$ cat config.mk
export PLATFORM = sky130hd
export DESIGN_NAME = sie_tx_arbiter
export DESIGN_NICKNAME = d
export VERILOG_FILES = /design/src/rtl/sie_tx_arbiter.sv
export SDC_FILE = /design/constraint.sdc
export NUM_CORES = 1
export LEC_CHECK = 0
export ABC_AREA = 1
export ABC_CLOCK_PERIOD_IN_PS = 1290
export CAP_MARGIN = 20
export CELL_PAD_IN_SITES_DETAIL_PLACEMENT = 0
export CELL_PAD_IN_SITES_GLOBAL_PLACEMENT = 1
export CORE_MARGIN = 3
export CORE_UTILIZATION = 33
export DETAILED_ROUTE_END_ITERATION = 7
export GPL_ROUTABILITY_DRIVEN = 1
export PLACE_DENSITY_LB_ADDON = 0.1
export RECOVER_POWER = 25
export SYNTH_ARGS = -nofsm -noshare
export SYNTH_HDL_FRONTEND = slang
export SYNTH_SLANG_ARGS = --single-unit
$ cat constraint.sdc
create_clock -name clk -period 1.29 [get_ports clk]
set_input_delay 0.258 -clock clk [delete_from_list [all_inputs] [get_ports clk]]
set_output_delay 0.258 -clock clk [all_outputs]
set_load 0.02 [all_outputs]
$ cat src/rtl/sie_tx_arbiter.sv
// sie_tx_arbiter: shares the SIE packet-transmit port among NREQ requesters, with a completion watchdog.
// Define SIE_TX_RR_EN for round-robin arbitration; the default build uses fixed priority (index 0 highest).
module sie_tx_arbiter #(
    parameter int NREQ    = 3,
    parameter int TIMEOUT = 1023,
    parameter int TO_W    = 10
) (
    input  logic              clk,
    input  logic              rst,
    input  logic [NREQ-1:0]   reqWEn,
    input  logic [4*NREQ-1:0] reqPID,
    output logic [NREQ-1:0]   reqBusy,
    output logic [NREQ-1:0]   reqDone,
    output logic [NREQ-1:0]   reqErr,
    output logic [NREQ-1:0]   reqOvf,
    output logic              sendPacketWEn,
    output logic [3:0]        sendPacketPID,
    input  logic              sendPacketRdy,
    output logic [2:0]        grantIdx
);

    typedef enum logic [2:0] {
        IDLE,
        ISSUE,
        WAIT_LOW,
        WAIT_DONE,
        COMPLETE
    } state_t;

    state_t               state, state_nxt;
    logic [NREQ-1:0]      pending;
    logic [NREQ-1:0][3:0] pid_q;
    logic [TO_W-1:0]      wd;
    logic                 found_lo;
    logic [2:0]           win_lo, winner;
    logic [3:0]           win_pid;
    logic                 wd_hit, abort, grant, finish;

    // Lowest pending index; also the wrap-around fallback for round-robin.
    always_comb begin
        found_lo = 1'b0;
        win_lo   = '0;
        for (int i = 0; i < NREQ; i++) begin
            if (!found_lo && pending[i]) begin
                found_lo = 1'b1;
                win_lo   = 3'(i);
            end
        end
    end

`ifdef SIE_TX_RR_EN
    logic [2:0] rr_start;
    logic       found_hi;
    logic [2:0] win_hi;

    always_comb begin
        found_hi = 1'b0;
        win_hi   = '0;
        for (int i = 0; i < NREQ; i++) begin
            if (!found_hi && pending[i] && 3'(i) >= rr_start) begin
                found_hi = 1'b1;
                win_hi   = 3'(i);
            end
        end
    end

    assign winner = found_hi ? win_hi : win_lo;

    always_ff @(posedge clk) begin
        if (rst)
            rr_start <= '0;
        else if (grant)
            rr_start <= (winner == 3'(NREQ - 1)) ? 3'd0 : winner + 3'd1;
    end
`else
    assign winner = win_lo;
`endif

    always_comb begin
        win_pid = '0;
        for (int i = 0; i < NREQ; i++)
            if (winner == 3'(i)) win_pid = pid_q[i];
    end

    assign wd_hit = (wd == TO_W'(TIMEOUT - 1));

    always_ff @(posedge clk) begin
        if (rst) state <= IDLE;
        else     state <= state_nxt;
    end

    // A real completion seen in the same cycle as the watchdog limit is not an abort.
    always_comb begin
        state_nxt = state;
        abort     = 1'b0;
        case (state)
            IDLE:      if (found_lo && sendPacketRdy) state_nxt = ISSUE;
            ISSUE:     state_nxt = WAIT_LOW;
            WAIT_LOW: begin
                if (wd_hit) begin
                    state_nxt = COMPLETE;
                    abort     = 1'b1;
                end else if (!sendPacketRdy) begin
                    state_nxt = WAIT_DONE;
                end
            end
            WAIT_DONE: begin
                if (sendPacketRdy) begin
                    state_nxt = COMPLETE;
                end else if (wd_hit) begin
                    state_nxt = COMPLETE;
                    abort     = 1'b1;
                end
            end
            COMPLETE:  state_nxt = IDLE;
            default:   state_nxt = IDLE;
        endcase
    end

    assign grant  = (state == IDLE) && (state_nxt == ISSUE);
    assign finish = (state == WAIT_LOW || state == WAIT_DONE) && (state_nxt == COMPLETE);

    // Busy drops on the edge into COMPLETE, so a strobe seen alongside reqDone is a fresh request.
    always_ff @(posedge clk) begin
        if (rst) begin
            pending       <= '0;
            pid_q         <= '0;
            wd            <= '0;
            reqBusy       <= '0;
            reqDone       <= '0;
            reqErr        <= '0;
            reqOvf        <= '0;
            sendPacketWEn <= 1'b0;
            sendPacketPID <= '0;
            grantIdx      <= '0;
        end else begin
            sendPacketWEn <= grant;
            reqDone       <= '0;
            reqErr        <= '0;
            if (grant) begin
                grantIdx      <= winner;
                sendPacketPID <= win_pid;
            end
            if (state == ISSUE)
                wd <= '0;
            else if (state == WAIT_LOW || state == WAIT_DONE)
                wd <= wd + 1'b1;
            for (int i = 0; i < NREQ; i++) begin
                if (state == ISSUE && grantIdx == 3'(i))
                    pending[i] <= 1'b0;
                if (finish && grantIdx == 3'(i)) begin
                    reqDone[i] <= 1'b1;
                    reqErr[i]  <= abort;
                    reqBusy[i] <= 1'b0;
                end
                if (reqWEn[i]) begin
                    if (!reqBusy[i]) begin
                        pending[i] <= 1'b1;
                        pid_q[i]   <= reqPID[4*i +: 4];
                        reqBusy[i] <= 1'b1;
                    end else begin
                        reqOvf[i]  <= 1'b1;
                    end
                end
            end
        end
    end

endmodule

==> results.json, run 1 <==
{
  "ant_nets": 0,
  "dp_cells": 378,
  "grt_antenna_before_repair": 0,
  "num_antenna_cells": 0,
  "final_area_mm2": 0.00277,
  "skew_ps": 10.8,
  "combPwrFrac": 0.164,
  "cts.clk_slew.worst_paths_ps": 100,
  "switchingPower_mw": 0.884,
  "synth_fa_ha_area_frac": 0.0128,
  "p_sw_frac": 0.256,
  "synth_seq_cells": 47,
  "overflow": 0,
  "reg2reg_from": "wd[0]",
  "port_buffers": 36,
  "area_growth_pct": 41.2,
  "core.rowCount": 27,
  "die_h_um": 83.1,
  "yosys.area.top_type_share": 0.480,
  "yosysTopAreaCell": "dfxtp_1",
  "place_congestion": 0.730,
  "multi_input_area_um2": 946,
  "cts-buffers-inserted": 5,
  "htree_levels": 2,
  "ys_seq_area_frac": 0.480,
  "min_path_cells": 2,
  "outcome": "finished, violations left",
  "regToRegEndpoint": "reqErr[0]",
  "viasPerCell": 4.44,
  "yosysMostFrequentCell": "dfxtp_1",
  "dpl_worst_slack_ps": -200,
  "arrival_ps": 1530,
  "io_pins": 38,
  "regArea_um2": 948,
  "synth_common_cells": "dfxtp_1, nor2_1, nand2_1, inv_1, a21oi_1",
  "vias": 1741,
  "syn-cell-area_mm2": 0.00196,
  "grt_max_degree": 19,
  "fill_cells": 568,
  "drt-initial-drc-count": 46,
  "drv_slew": 0,
  "yosys-top-cells-area": "dfxtp_1, nor2_1, nand2_1",
  "setup_viol": 2,
  "grt_pass1_wl_mm": 7.91,
  "max_freq_mhz": 770,
  "required_ps": 1520,
  "synth_top_family_by_area": "simple AND/OR/NAND/NOR gates",
  "clock_latency_ps": 300,
  "dp_hpwl_mm": 3.39,
  "violations": "negative setup slack",
  "final_cells": 392,
  "wire_per_inst_um": 11.8,
  "grt_use_total": 0.140,
  "synthXorXnorAreaFrac": 0.0134,
  "cp-start-kind": "flip-flop",
  "placed_area_mm2": 0.00255,
  "start_util": 0.348,
  "r2r_slack_ps": -8,
  "final.period_utilization": 1.01,
  "worstRegToRegCells": 7,
  "whs_endpoint": "pid_q[3]",
  "maxCapViolCount": 0,
  "synth_edf_count": 0,
  "critical_path_class": "reg2reg",
  "dieArea_mm2": 0.00691,
  "die_w_um": 83.1,
  "nNetsFinal": 339,
  "synth_nets": 274,
  "worstPathMaxFanout": 3,
  "clkPwrFrac": 0.373,
  "coreArea_mm2": 0.00564,
  "period_needed_ps": 1300,
  "yosys.area_share.simple": 0.288,
  "synthMuxAreaShare": 0,
  "internal-power_mw": 2.56,
  "critPathCaptureType": "flip-flop",
  "grt_pass1_vias": 1702,
  "clockRootBuffer": "clkbuf_8",
  "drive_above_1_share": 0.225,
  "cts_max_path_buffers": 2,
  "seq_power_share": 0.463,
  "min_path_type": "reg2reg",
  "async_flop_share": 0,
  "avgSynthCellArea_um2": 7.72,
  "cts_tree": "done",
  "pwr_density_cell_mw_per_mm2": 1240,
  "drc": 0,
  "rsz0062_at_grt": "true",
  "hp-start": "pid_q[3]",
  "synth_cell_types": 33,
  "yosys_warnings": 0,
  "final.setup.worst_slack_ps": -8.23,
  "synth-compound-area-share": 0.131,
  "wirelength_mm": 4.62,
  "finalHoldViolCount": 0,
  "ys.flop_type": "dfxtp_1",
  "holdWs_ps": 454,
  "synthesis.instances": 254,
  "drt-pass1-iter-count": 4,
  "vdd_drop_max_v": 0.000635,
  "p_leak_nw": 1.22,
  "cts.sinks": 47
}
## critical path, stage by stage, from the launching register on
cell and delay (ps):
dfxtp_2 350, inv_2 70, ha_4 120, inv_2 40
nor2_4 110, nand3_4 100, nand3b_1 250, nor3_1 190
## cell type report
type,instances,area share
flip-flops and latches,47,0.342
multi-input cells,172,0.341
clock inverters,2,0.0217
clock buffers,6,0.0262
inverters,30,0.0407
repair buffers,63,0.195
well taps,72,0.0325
## layer usage
layer	up-vias	track usage	part of all wire
li1	940	-	-
met4	0	0.0446	0.010
met2	30	0.211	0.44
met1	766	0.189	0.50
met5	-	0	0
met3	5	0.0437	0.046
## through the flow
step	total power [mW]	setup TNS, ps	util
2_1_floorplan	1.92	0	-
3_3_place_gp	2.20	-2700	0.452
3_5_place_dp	2.20	-2850	0.452
4_1_cts	3.47	0	0.477
5_1_grt	3.62	-423	0.491
6_report	3.45	-8.59	0.491
## repair_timing
| item | in CTS | in global routing |
|---|---|---|
| hold buffers | 0 | 0 |
| setup endpoints to repair | 25 | 24 |
| gates resized for setup | 27 | 25 |
| setup buffers | 2 | 4 |
| pin swaps | 4 | 8 |
## cells in the final DEF, fill, tap and decap left out, types with 2 or more instances in the layout
cell / instances
a21oi_1: 22
buf_4: 25
nand3_4: 3
nor2_4: 5
inv_1: 24
nor2_1: 46
dlygate4sd2_1: 14
nand2_4: 3
clkbuf_8: 5
nand3_1: 4
nor2_2: 2
bufinv_16: 2
inv_2: 6
nand2_1: 37
nand4_1: 2
nor3_2: 3
dfxtp_2: 3
o21ai_0: 17
nand2_2: 4
dfxtp_1: 43
o21ai_1: 10
clkdlybuf4s50_1: 16
clkbuf_2: 2
xor2_1: 2
clkdlybuf4s15_1: 2
## registers in the layout, indices dropped and copies added, names as in the netlist
register,count
reqBusy,3
pending,3
state,3
reqErr,3
grantIdx,2
reqDone,3
reqOvf,3
sendPacketWEn,1
pid_q,12
sendPacketPID,4
wd,10
## kinds of logic after synthesis
kind of cell             Yosys count
buffers and inverters             35
AND/OR/NAND/NOR                  115
flip-flops                        47
XOR/XNOR                           3
adder cells (fa/ha/maj)            2
AO/OA/AOI/OAI                     51
other                              1
## power by group through the flow
stage          registers (mW)  logic, mW  clock network, mW
2_1_floorplan            1.67      0.248                  0
6_report                 1.59      0.567               1.28
3_3_place_gp             1.63      0.567                  0
3_5_place_dp             1.63      0.569                  0
5_1_grt                  1.61      0.639               1.37
4_1_cts                  1.59      0.554               1.32
## how the worst max path moves through the flow
stage          startpoint  cells past startpoint          to
5_1_grt             wd[0]                      7   reqErr[0]
4_1_cts        reqBusy[2]                      1  reqBusy[2]
3_3_place_gp    reqWEn[0]                      6    pid_q[2]
6_report            wd[0]                      7   reqErr[0]
3_5_place_dp    reqWEn[0]                      6    pid_q[0]
2_1_floorplan       wd[1]                      8  reqBusy[0]
No activity file was read; power rests on OpenSTA's default activity.
==> run 2, diff against run 1 <==
--- a/config.mk
+++ b/config.mk
@@ -10,6 +10,7 @@
 export CAP_MARGIN = 20
 export CELL_PAD_IN_SITES_DETAIL_PLACEMENT = 0
 export CELL_PAD_IN_SITES_GLOBAL_PLACEMENT = 1
+export CORE_ASPECT_RATIO = 1.5
 export CORE_MARGIN = 3
 export CORE_UTILIZATION = 33
 export DETAILED_ROUTE_END_ITERATION = 7
==> run 2 against run 1 <==
The run now ends clean. Register-to-register slack gained 50 ps. Worst hold slack gained 8.1 ps. Clock-buffer cell count grew 1. Fmax grew 1.7%. Cell count shrank 0.77%. Non-clock buffer count shrank 1. Critical path type is now in2reg. Largest power group unchanged.
==> results.json, run 2 (synthesis gave the netlist of run 1 again) <==
{
  "core.rowCount": 33,
  "port_buffers": 36,
  "hp-start": "pid_q[0]",
  "die_h_um": 100,
  "coreArea_mm2": 0.00562,
  "setup_viol": 0,
  "cts_max_path_buffers": 2,
  "place_congestion": 0.739,
  "area_growth_pct": 39.1,
  "grt_use_total": 0.144,
  "layout_common_cells": "nor2_1, dfxtp_1, nand2_1, a21oi_1, inv_1",
  "fin_util": 0.486,
  "critical_path_class": "in2reg",
  "required_ps": 1470,
  "power_mw": 3.00,
  "vias": 1796,
  "cts.sinks": 47,
  "grt_pass1_wl_mm": 7.45,
  "period_needed_ps": 1280,
  "skew_ps": 7.14,
  "grt_antenna_before_repair": 0,
  "cts-buffers-inserted": 5,
  "regToRegEndpoint": "reqErr[2]",
  "htree_levels": 2,
  "worstPathMaxFanout": 15,
  "cts.clk_slew.worst_paths_ps": 80,
  "cpLargestDelayFamily": "buffers and inverters",
  "regArea_um2": 947,
  "top_regs": "pid_q: 12 flops, wd: 10 flops, sendPacketPID: 4 flops",
  "multi_input_area_um2": 961,
  "cts_tree": "done",
  "arrival_ps": 1450,
  "min_path_cells": 2,
  "clockRootBuffer": "clkbuf_8",
  "cp_num_buf_inv": 3,
  "drc": 0,
  "path_cells": "dlygate4sd3_1 > clkbuf_4 > buf_2 > nor3_1",
  "drt-initial-drc-count": 41,
  "drv_slew": 0,
  "p_leak_nw": 1.18,
  "grt_max_degree": 19,
  "drt-pass1-iter-count": 4,
  "reg2reg_from": "wd[0]",
  "vdd_drop_max_v": 0.000807,
  "clock_latency_ps": 300,
  "dieArea_mm2": 0.00693,
  "final.period_utilization": 0.989,
  "start_util": 0.349,
  "max_stage_delay_ps": 620,
  "crit_slowest_cell": "dlygate4sd3_1",
  "ant_nets": 0,
  "fill_cells": 606,
  "final_common_cell": "nor2_1",
  "viasPerCell": 4.62,
  "critPathCaptureType": "flip-flop",
  "wirelength_mm": 4.58,
  "die_w_um": 69.0,
  "overflow": 0,
  "dp_hpwl_mm": 3.59,
  "rsz0062_at_grt": "true",
  "top_register": "pid_q",
  "nNetsFinal": 338,
  "cp-start-kind": "input pin",
  "num_antenna_cells": 0,
  "finalHoldViolCount": 0,
  "outcome": "finished, final reports clean",
  "drive_above_1_share": 0.216,
  "min_path_type": "reg2reg",
  "worstRegToRegCells": 7,
  "maxCapViolCount": 0,
  "r2r_slack_ps": 40,
  "max_freq_mhz": 783,
  "grt_pass1_vias": 1708,
  "wire_per_inst_um": 11.8,
  "largest_register_ffs": 12,
  "io_pins": 38,
  "pwr_density_cell_mw_per_mm2": 1100,
  "whs_endpoint": "pid_q[0]"
}
[run 2: changes by cell type in the layout (fill, tap and decap cells not counted), sizes merged]
cell / delta
buf: -2
bufinv: -2
clkdlybuf4s15: -1
clkinv: +2
clkinvlp: +1
dlygate4sd2: +3
inv: -2
[run 2: repair_timing]
item	CTS	global route
setup endpoints to repair	25	19
setup buffers	1	0
pin swaps	3	5
hold buffers	0	0
resized for setup	25	25
[run 2: worst max path at each step]
stage / startpoint / to / slack (ps) / depth (start not counted)
final: rst / reqErr[2] / 10 / 4
after global routing: wd[0] / reqErr[2] / -40 / 7
after CTS: wd[0] / reqErr[1] / -0.2 / 7
after detailed placement: sendPacketRdy / grantIdx[0] / -200 / 5
after global placement: sendPacketRdy / grantIdx[0] / -170 / 5
after floorplan: wd[1] / reqBusy[0] / 60 / 8
[run 2: per-stage QoR]
step	setup slack, ps	cells	TNS, ps	area, um^2	hold slack, ps
global placement	-168	380	-3610	2570	453
finish	13.7	389	0	2730	463
floorplan	55.8	254	0	1960	393
CTS	-0.250	389	-0.250	2650	470
global route	-40.0	389	-343	2730	487
detailed placement	-200	380	-4070	2570	458
[run 2: cell type report]
| cell class | count | share of cell area |
|---|---|---|
| tap | 70 | 0.0321 |
| clock buffer | 7 | 0.0280 |
| sequential | 47 | 0.347 |
| clock inverter | 1 | 0.00183 |
| multi-input combinational | 172 | 0.352 |
| timing repair buffer | 62 | 0.196 |
| inverter | 30 | 0.0426 |
[run 2: worst reg2reg max path: stages, from the launching register on]
cell and delay (ps):
dfxtp_2 340, inv_2 70, ha_4 130, inv_2 40
nor2_4 90, nand3_4 100, nand3b_1 250, nor3_1 160
[run 2: layer usage]
| layer | share of wire | GRT usage | vias up |
|---|---|---|---|
| met5 | 0 | 0 | - |
| li1 | - | - | 931 |
| met1 | 0.37 | 0.145 | 836 |
| met3 | 0.032 | 0.0370 | 4 |
| met4 | 0.012 | 0.0495 | 0 |
| met2 | 0.58 | 0.271 | 25 |
[run 2: report_power, final]
group	total, mW	internal, mW	switching, mW
registers	1.59	1.54	0.0465
logic	0.575	0.246	0.329
clock network	0.842	0.381	0.461
